`config.mk`:
```
export PLATFORM = sky130hd
export DESIGN_NAME = mem_copy_engine
export DESIGN_NICKNAME = d
export VERILOG_FILES = /design/src/rtl/mem_copy_engine.sv
export SDC_FILE = /design/constraint.sdc
export NUM_CORES = 1
export LEC_CHECK = 0
export BUFFER_PORTS_ARGS = -buffer_cell sky130_fd_sc_hd__buf_2
export CAP_MARGIN = 25
export CORE_UTILIZATION = 49
export CTS_CLUSTER_DIAMETER = 100
export DETAILED_ROUTE_END_ITERATION = 10
export PLACE_DENSITY = 0.86
export SLEW_MARGIN = 10
export SYNTH_ARGS = -nofsm -noshare
export SYNTH_HDL_FRONTEND = slang
export SYNTH_SLANG_ARGS = --single-unit
```
`constraint.sdc`:
```
create_clock -name clk -period 3.2 [get_ports clk]
set_input_delay 0.32 -clock clk [delete_from_list [all_inputs] [get_ports clk]]
set_output_delay 0.32 -clock clk [all_outputs]
set_load 0.1 [all_outputs]
```
`src/rtl/mem_copy_engine.sv`:
```
// Word-copy engine: streams len words from src to dst through a 4096x32 dual-port RAM
// (read on port A, write on port B). Optional running checksum under MEM_COPY_CHECKSUM_EN.
module mem_copy_engine (
   input  logic        clk,
   input  logic        rst,
   input  logic        start,
   input  logic [11:0] src_addr,
   input  logic [11:0] dst_addr,
   input  logic [12:0] len,
   output logic        busy,
   output logic        done,
   output logic [31:0] checksum,
   output logic [11:0] mem_addr_a,
   output logic        mem_we_a,
   output logic [31:0] mem_data_a,
   input  logic [31:0] mem_q_a,
   output logic [11:0] mem_addr_b,
   output logic        mem_we_b,
   output logic [31:0] mem_data_b,
   input  logic [31:0] mem_q_b
);

   typedef enum logic [1:0] {IDLE, COPY, DRAIN, FIN} state_t;

   state_t      state, state_n;
   logic [12:0] cnt, cnt_n;
   logic [12:0] len_q, len_n;
   logic [11:0] rd_addr_n;
   logic [11:0] wr_ptr, wr_ptr_n;
   logic [11:0] wr_addr_n;
   logic        we_n;
   logic        busy_n;
   logic        done_n;
   logic        accept;
   logic        unused_q_b;

   assign accept     = (state == IDLE) && start;
   assign unused_q_b = ^mem_q_b;

   // NOTE: every signal gets a default before the case so no path leaves it unassigned (no latches).
   always_comb begin
      state_n   = state;
      cnt_n     = cnt;
      len_n     = len_q;
      rd_addr_n = mem_addr_a;
      wr_ptr_n  = wr_ptr;
      wr_addr_n = mem_addr_b;
      we_n      = 1'b0;
      case (state)
         IDLE: begin
            if (start) begin
               if (len != 13'd0) begin
                  state_n   = COPY;
                  len_n     = len;
                  cnt_n     = 13'd1;
                  rd_addr_n = src_addr;
                  wr_ptr_n  = dst_addr;
               end else begin
                  state_n = FIN;
                  cnt_n   = '0;
               end
            end
         end
         COPY: begin
            // The read issued this cycle returns next cycle, so schedule its write now.
            we_n      = 1'b1;
            wr_addr_n = wr_ptr;
            wr_ptr_n  = wr_ptr + 12'd1;
            if (cnt == len_q) begin
               state_n = DRAIN;
            end else begin
               cnt_n     = cnt + 13'd1;
               rd_addr_n = mem_addr_a + 12'd1;
            end
         end
         DRAIN:   state_n = FIN;
         FIN:     state_n = IDLE;
         default: state_n = IDLE;
      endcase
   end

   assign busy_n = (state_n == COPY) || (state_n == DRAIN);
   assign done_n = (state_n == FIN);

   // NOTE: sequential state uses non-blocking assignments so all registers update from pre-edge values.
   always_ff @(posedge clk or posedge rst) begin
      if (rst) state <= IDLE;
      else     state <= state_n;
   end

   always_ff @(posedge clk or posedge rst) begin
      if (rst) begin
         cnt        <= '0;
         len_q      <= '0;
         mem_addr_a <= '0;
         wr_ptr     <= '0;
         mem_addr_b <= '0;
         mem_we_b   <= 1'b0;
         busy       <= 1'b0;
         done       <= 1'b0;
      end else begin
         cnt        <= cnt_n;
         len_q      <= len_n;
         mem_addr_a <= rd_addr_n;
         wr_ptr     <= wr_ptr_n;
         mem_addr_b <= wr_addr_n;
         mem_we_b   <= we_n;
         busy       <= busy_n;
         done       <= done_n;
      end
   end

   assign mem_we_a   = 1'b0;
   assign mem_data_a = '0;

   // The RAM read port is already registered; forwarding its output keeps each write
   // one cycle behind its read. Gated so the bus idles at zero outside write cycles.
   assign mem_data_b = mem_we_b ? mem_q_a : '0;

`ifdef MEM_COPY_CHECKSUM_EN
   logic [31:0] sum_q;

   always_ff @(posedge clk or posedge rst) begin
      if (rst)           sum_q <= '0;
      else if (accept)   sum_q <= '0;
      else if (mem_we_b) sum_q <= sum_q + mem_q_a;
   end

   assign checksum = sum_q;
`else
   logic unused_accept;
   assign unused_accept = accept;
   assign checksum      = '0;
`endif

endmodule

```
# After elaboration in Yosys (flattened, before gate mapping)
# Cells that the tools add are included.
[word_totals] input_bits=104 output_inout_bits=124 reg_bits=67 wordCells=47
[classes] n_eq_ne=10 addsub=3 mux=17 reduce_logical=8
[op_table] operator="12-bit 2-to-1 mux" n=5
[op_table] operator="12-bit case mux with 2 select lines" n=2
[op_table] operator="32-bit 2-to-1 mux" n=1
[op_table] operator="13-bit 2-to-1 mux" n=2
[op_table] operator="13-bit case mux with 2 select lines" n=1
[op_table] operator="12-bit by 1-bit adder with 12-bit output, second input constant" n=2
[op_table] operator="13-bit by 1-bit adder with 13-bit output, second input constant" n=1
[op_table] operator="13-bit == test" n=1
[op_table] operator="13-bit nonzero test" n=1
[op_table] operator="3-bit AND reduction" n=3
[op_table] operator="2-bit == test, second input constant" n=4
[op_table] operator="2-bit case mux with 4 select lines" n=1
[op_table] operator="2-bit 2-to-1 mux" n=3
[op_table] operator="2-bit by 1-bit == test with 1-bit output, second input constant" n=2
[op_table] operator="2-bit != test, second input constant" n=2
[op_table] operator="4-bit AND reduction" n=1
[op_table] operator="2-bit zero test" n=1
[op_table] operator="1-bit 2-to-1 mux" n=2
[op_table] operator="2-bit by 1-bit != test with 1-bit output, second input constant" n=1
[op_table] operator="2-bit nonzero test" n=1
[op_table] operator="1-bit logical OR" n=1

# Depth between registers and ports, before layout
# Gate-level depths: netlist of the first run.
[logic_depth] word_depth=6 mapped_depth=8 depth_no_buf=6

# Least setup slack after synthesis of the first run
# Ideal clock, no wire load.
[synth_timing] kind="register to register" from="register mem_addr_a[1]" to="register mem_addr_a[10]" path_buffers=0 arrival_ns=2.352 synth_period_minus_slack_ns=2.491 setup_slack_ns=0.709 stages_incl_launch_ff=7 setup_time_ns=0.139 required_ns=3.061 cell_sequence="dfrtp_1 ha_1 inv_1 or3_1 or2_2 o311ai_0 o21ai_0"
[synth_between] elab_chain_len=3
[synth_rtl] element="start: declaration" line_no="13" rtl="output logic [11:0] mem_addr_a,"
[synth_rtl] element="start signal: assignment" line_no="104" rtl="mem_addr_a <= rd_addr_n;"
[synth_rtl] element="12-bit by 1-bit adder with 12-bit output" line_no="73" rtl="rd_addr_n = mem_addr_a + 12'd1;"
[synth_rtl] element="12-bit 2-to-1 mux" line_no="69" rtl="if (cnt == len_q) begin"
[synth_rtl] element="12-bit case mux with 2 select lines" line_no="49" rtl="case (state)"
# Every way passes these cells. The select of a mux whose other input is x is not followed.
# A chain may end at the register's enable or synchronous reset.

# Worst setup path after layout of the first run
[layout_timing] from="register cnt[9]" to="register mem_addr_a[7]"
[layout_between] elab_chain_len=3
[layout_rtl] element="start: declaration" line_no="26" rtl="logic [12:0] cnt, cnt_n;"
[layout_rtl] element="start signal: assignment" line_no="102" rtl="cnt <= cnt_n;"
[layout_rtl] element="13-bit == test" line_no="69"
[layout_rtl] element="2-bit != test (no source line)"
[layout_rtl] element="4-bit AND reduction (no source line)"
# Every way passes these cells.

==> out/qor.yml, run 1 <==
cp.arrival_ps: 2450
maxCapViolations: 0
antenna_cells_inserted: 0
status: "completed"
fin_ws_ps: 998
pin_count: 228
globalplace.congestion: 0.850
place_ws_ps: 571
grt_overflow: 0
grt_pass1_wl_mm: 17.1
ant_nets: 0
clk_latency_ps: 360
cts_sinks: 67
h-tree-depth: 3
startpoint_type: "flop"
async_flop_share_pct: 100
synth_edf_count: 0
skew_ps: 12.0
rsz0062_at_grt: "no"
final_common_cell: "buf_2"
clockBufferDepth: 2
postCtsSetupBuffers: 0
start_util_pct: 51.6
core_area_mm2: 0.00834
hp-class: "primary input to flop"
layout-drive-gt1-share_pct: 27.5
track_usage_pct: 25.0
powerDensity_mw_per_mm2: 1260
endpoint_kind: "flop"
synth-seq-area-share_pct: 39.0
grt_antenna_before_repair: 2
critPathKind: "flop to flop"
setup_tns_ps: 0
routed_wl_mm: 11.4
syn2layout_area_growth_pct: 15.9
cp.required_ps: 3450
period_share_pct: 68.8
period_needed_ps: 2200
firstDrtPassIters: 5
vias: 3853
yosysWarnings: 0
synth_ff_type: "dfrtp_1"
rows: 33
report.final.setup_viol: 0
dr.first_iter.drc_count: 273
yosysUniqueCellTypes: 61
maxSlewHeadroom_pct: 51.0
wl_per_cell_um: 15.6
mostFrequentLayoutCells: "buf_2, nand2_1, dfrtp_1"
p_leak_nw: 2.52
worst_slew_pin_slew_ps: 735
clk_pin_slew_ps: 80
cts-root-buf: "clkbuf_8"
nets: 729
max_freq_mhz: 454
hold_violations: 0
die_x_um: 95.7
peakVddDrop_mv: 0.468
grt_max_degree: 49
ctsResizeCount: 0
cts_buffers: 9
synth_area_mm2: 0.00430
critPathMaxFanout: 15
avgSynthCellArea_um2: 8.71
drv_slew: 0
routed_via_density: 5.27
dp_hpwl_mm: 8.68
netlist_instances: 494
grt_pass1_vias: 3445
drc: 0
finalPower_w: 0.00627
portBuffers: 130
cts_tree: "yes"
cts_hold_buf: 0
die_y_um: 95.7
ys_ff_latch: 67
dieArea_mm2: 0.00915
metrics by stage:
stage | instances | instance area (µm²) | utilization, % | hold slack, ps
finish | 731 | 4980 | 59.8 | 167
global route | 731 | 4980 | 59.8 | 175
CTS | 728 | 4950 | 59.3 | 150
detailed placement | 712 | 4750 | 56.9 | 459
global placement | 712 | 4750 | 56.9 | 452
floorplan | 558 | 4540 | - | 425
Yosys cell counts, types with 2 or more instances:
cell type | n | area, µm²
dfrtp_1 | 67 | 1680
o311ai_0 | 5 | 43.8
ha_1 | 4 | 50.1
o22ai_1 | 3 | 18.8
o31ai_1 | 3 | 22.5
or3_1 | 3 | 18.8
xnor2_1 | 10 | 87.6
nand4_1 | 11 | 68.8
o32ai_1 | 2 | 17.5
nand3_1 | 17 | 85.1
and3_1 | 5 | 31.3
and4_1 | 3 | 26.3
buf_6 | 3 | 33.8
or4_1 | 2 | 15.0
a21oi_1 | 12 | 60.1
and3_4 | 2 | 22.5
a311oi_1 | 2 | 17.5
a32o_1 | 2 | 20.0
o211ai_1 | 5 | 37.5
and2_1 | 32 | 200
buf_4 | 65 | 488
nand2b_1 | 2 | 12.5
mux2i_1 | 11 | 110
o21ai_0 | 10 | 50.1
inv_1 | 12 | 45.0
nor4_1 | 8 | 50.1
clkbuf_8 | 4 | 55.1
xor2_1 | 3 | 26.3
a31oi_1 | 5 | 31.3
nand2_1 | 107 | 402
clkbuf_1 | 16 | 60.1
nor3_1 | 9 | 45.0
a221oi_1 | 2 | 17.5
o31a_1 | 3 | 26.3
nor2_1 | 16 | 60.1
a21boi_0 | 2 | 15.0
buf_2 | 2 | 10.0
worst paths after layout:
check	slack, ps	from	to	cells past startpoint
hold reg to reg	480	mem_addr_b[1]$_DFFE_PP0P_	mem_addr_b[1]$_DFFE_PP0P_	2
min in group asynchronous	420	rst	len_q[2]$_DFFE_PP0P_	3
max in group asynchronous	2280	rst	cnt[0]$_DFFE_PP0P_	4
hold / removal	170	len[1]	len_q[1]$_DFFE_PP0P_	3
setup / recovery	1000	cnt[9]$_DFFE_PP0P_	mem_addr_a[7]$_DFFE_PP0P_	6
setup reg to reg	1000	cnt[9]$_DFFE_PP0P_	mem_addr_a[7]$_DFFE_PP0P_	6
worst max-delay path, stage by stage (launching register included):
cell and delay, ps:
dfrtp_1 450, xnor2_1 260, nand4_2 150, nor4b_4 560, buf_4 310, nor4_1 80
a221o_1 260
registers in the layout, summed over array words and instances, names as in the netlist:
signal      flops
busy            1
mem_addr_b     12
len_q          13
wr_ptr         12
state           2
mem_addr_a     12
mem_we_b        1
cnt            13
done            1
final cells by class:
class / count / area, µm²
clock buffers: 9 / 124
clock inverters: 7 / 76.3
fillers: 755 / 3360
inverters: 12 / 45.0
multi-input cells: 388 / 2170
flip-flops and latches: 67 / 1680
well taps: 105 / 131
repair buffers: 143 / 763
power by group:
group	switching [W]	internal, W	leakage (nW)	total, W
registers	0.000413	0.00122	0.813	0.00164
clock network	0.000362	0.000363	0.0958	0.000725
logic	0.00309	0.000813	1.61	0.00391
total	0.00387	0.00240	2.52	0.00627
cells by family after synthesis:
family	Yosys count	synth area share, %
AOI/OAI and AO/OA	69	11.8
xor gates and xnor gates	14	3.03
adders and majority gates	4	1.16
buffers and inverters	103	16.2
DFF	67	39.0
muxes	12	2.82
other	1	0.0872
and+or+nand+nor	224	26.0
per-layer routing:
layer,track usage [%],part of all wire (%)
met1,31.3,40
met2,39.9,48
met3,6.70,9.2
met4,11.8,2.9
met5,0,0.18
No activity file was read; power rests on OpenSTA's default activity.
==> inputs of run 2 (changes only) <==
- CORE_UTILIZATION: 49 -> 41
- PLACE_DENSITY: 0.86 -> 0.77
- clock period: 3.2 -> 1.85 ns (I/O delays scaled with it)
==> run 2 against run 1 <==
Net effect:
- the flow now finishes with violations (setup timing)
- sequential cell count unchanged
- clock power up 74%
- utilization down 6.3 points
- sequential power up 76%
- final cell count up 7.8%
- critical path depth down 1
- fmax up 11%
- critical path type unchanged
- largest power group unchanged
==> out/qor.yml, run 2 (synthesis gave the netlist of run 1 again) <==
period_share_pct: 107  # +38 points
clk_pin_slew_ps: 70  # about the same
rows: 37  # +12%
cp.required_ps: 2130  # -1320 ps
dr_wl_met3_um: 677  # -35%
vias: 3973  # +3.1%
cts_buffers: 9  # unchanged
h-tree-depth: 3  # unchanged
worst_slew_pin_slew_ps: 569  # -166 ps
grt_pass1_vias: 3785  # +9.9%
p_leak_nw: 2.71  # +7.4%
firstDrtPassIters: 5  # unchanged
topRoutingLayerUsed: "met4"
nets: 755  # +3.6%
portBuffers: 130  # unchanged
final_util_pct: 53.4  # -6.3 points
globalplace.congestion: 0.964  # +13%
wl_met1_mm: 5.00  # +11%
grt_pass1_wl_mm: 19.0  # +11%
r2r_end: "mem_addr_a[7]$_DFFE_PP0P_"
min_to: "len_q[6]$_DFFE_PP0P_"
drc: 0  # unchanged
critPathMaxFanout: 8  # -7
status: "finished with violations"
skew_ps: 8.78  # -3.24 ps
rsz0062_at_grt: "yes"
dieArea_mm2: 0.0109  # +19%
finalPower_w: 0.0114  # +82%
track_usage_pct: 22.0  # -3.0 points
nFillCells: 948  # +26%
grt_max_degree: 50  # +2.0%
routed_via_density: 5.04  # -4.3%
die_y_um: 104  # +9.1%
routed_wl_mm: 11.7  # +2.7%
cts_tree: "yes"
final_common_cell: "buf_2"
reg2regPathDepth: 5  # -1
clk_latency_ps: 350  # about the same
wl_per_cell_um: 14.8  # -4.7%
r2r_setup_slack_ps: -130  # -1130 ps
peakVddDrop_mv: 1.27  # +170%
slowest_delay_ps: 640  # +80 ps
biggestRegsByFlops: "cnt: 13 flops, len_q: 13 flops"
cts_sinks: 67  # unchanged
min_from: "len[6]"
place_ws_ps: -147  # -718 ps
maxCapViolations: 0  # unchanged
clockBufferDepth: 2  # unchanged
ant_nets: 0  # unchanged
report.final.setup_viol: 18  # +18
dr.first_iter.drc_count: 189  # -31%
max_freq_mhz: 505  # +11%
core_area_mm2: 0.0102  # +23%
layout-drive-gt1-share_pct: 38.8  # +11 points
routed-wl-met2_mm: 5.82  # +6.8%
grt_antenna_before_repair: 0  # -2
endpoint_kind: "flop"
slowest_stage: "or4b_4"
grt_overflow: 0  # unchanged
crit_chain: "xnor2_2, nand4_2, or4b_4, o21ai_4, a221o_1"
powerDensity_mw_per_mm2: 2080  # +66%
antenna_cells_inserted: 0  # unchanged
die_x_um: 104  # +9.1%
fin_ws_ps: -131  # -1130 ps
critPathKind: "flop to flop"
dp_hpwl_mm: 8.98  # +3.5%
hp-class: "primary input to flop"
start_util_pct: 42.0  # -9.5 points
period_needed_ps: 1980  # -221 ps
violations: "setup timing"
cts-root-buf: "clkbuf_8"
startpoint_type: "flop"
syn2layout_area_growth_pct: 27.1
r2r_start: "cnt[1]$_DFFE_PP0P_"
pin_count: 228  # unchanged
hold_violations: 0  # unchanged
mostFrequentLayoutCells: "buf_2, nand2_1, conb_1"
whs_path_depth: 3  # unchanged
maxSlewHeadroom_pct: 62.0  # +11 points
drv_slew: 0  # unchanged
cp.arrival_ps: 2260  # -190 ps
-- run 2: layer usage --
metal  GRT usage (%)  vias to the layer above
li1                -                     1875
met1            28.7                     1926
met2            36.7                      158
met3            4.32                       14
met4            6.53                        0
met5               0                        -
-- run 2: power by group --
group	internal (W)	switching, W
logic	0.00173	0.00552
clock network	0.000694	0.000562
registers	0.00219	0.000691
total	0.00461	0.00677
-- run 2: critical path, delay by kind of cell, from the launching register on --
kind | cells | cell delay [ps]
AOI/OAI and AO/OA | 2 | 500
xor gates and xnor gates | 1 | 220
DFF | 1 | 410
and+or+nand+nor | 2 | 780
-- run 2: worst max-delay path by stage --
stage                              from                         to  slack, ps
finish               cnt[1]$_DFFE_PP0P_  mem_addr_a[7]$_DFFE_PP0P_       -130
global route         cnt[4]$_DFFE_PP0P_  mem_addr_a[7]$_DFFE_PP0P_       -210
CTS                  cnt[1]$_DFFE_PP0P_  mem_addr_a[7]$_DFFE_PP0P_       -140
detailed placement  cnt[10]$_DFFE_PP0P_  mem_addr_a[6]$_DFFE_PP0P_       -150
global placement    cnt[11]$_DFFE_PP0P_             busy$_DFF_PP0_        -70
floorplan            cnt[2]$_DFFE_PP0P_             busy$_DFF_PP0_        -40
-- run 2: metrics by stage --
stage	setup TNS [ps]	hold WS, ps	cell area [µm²]	instances
after floorplan	-63.3	290	4640	558
after CTS	-1320	36.9	5360	786
after detailed placement	-1390	274	5110	769
after global placement	-476	279	5110	769
final	-1570	44.5	5470	788
after global routing	-3650	45.0	5470	788
-- run 2: final cells by class --
type	instances	area, µm²	share of cell area [%]
Sequential cell	67	1710	31.3
Multi-Input combinational cell	388	2310	42.3
Tap cell	136	170	3.11
Timing Repair Buffer	169	1020	18.7
Inverter	12	48.8	0.893
Clock buffer	12	155	2.84
Clock inverter	4	50.0	0.916
-- run 2: what timing repair did --
| item | CTS | global route |
|---|---|---|
| resized for setup | 8 | 29 |
| pin swaps | 6 | 9 |
| setup buffers | 0 | 2 |
| setup endpoints to repair | 15 | 66 |
| hold endpoints to repair | 24 | 0 |
| hold buffers | 1 | 0 |
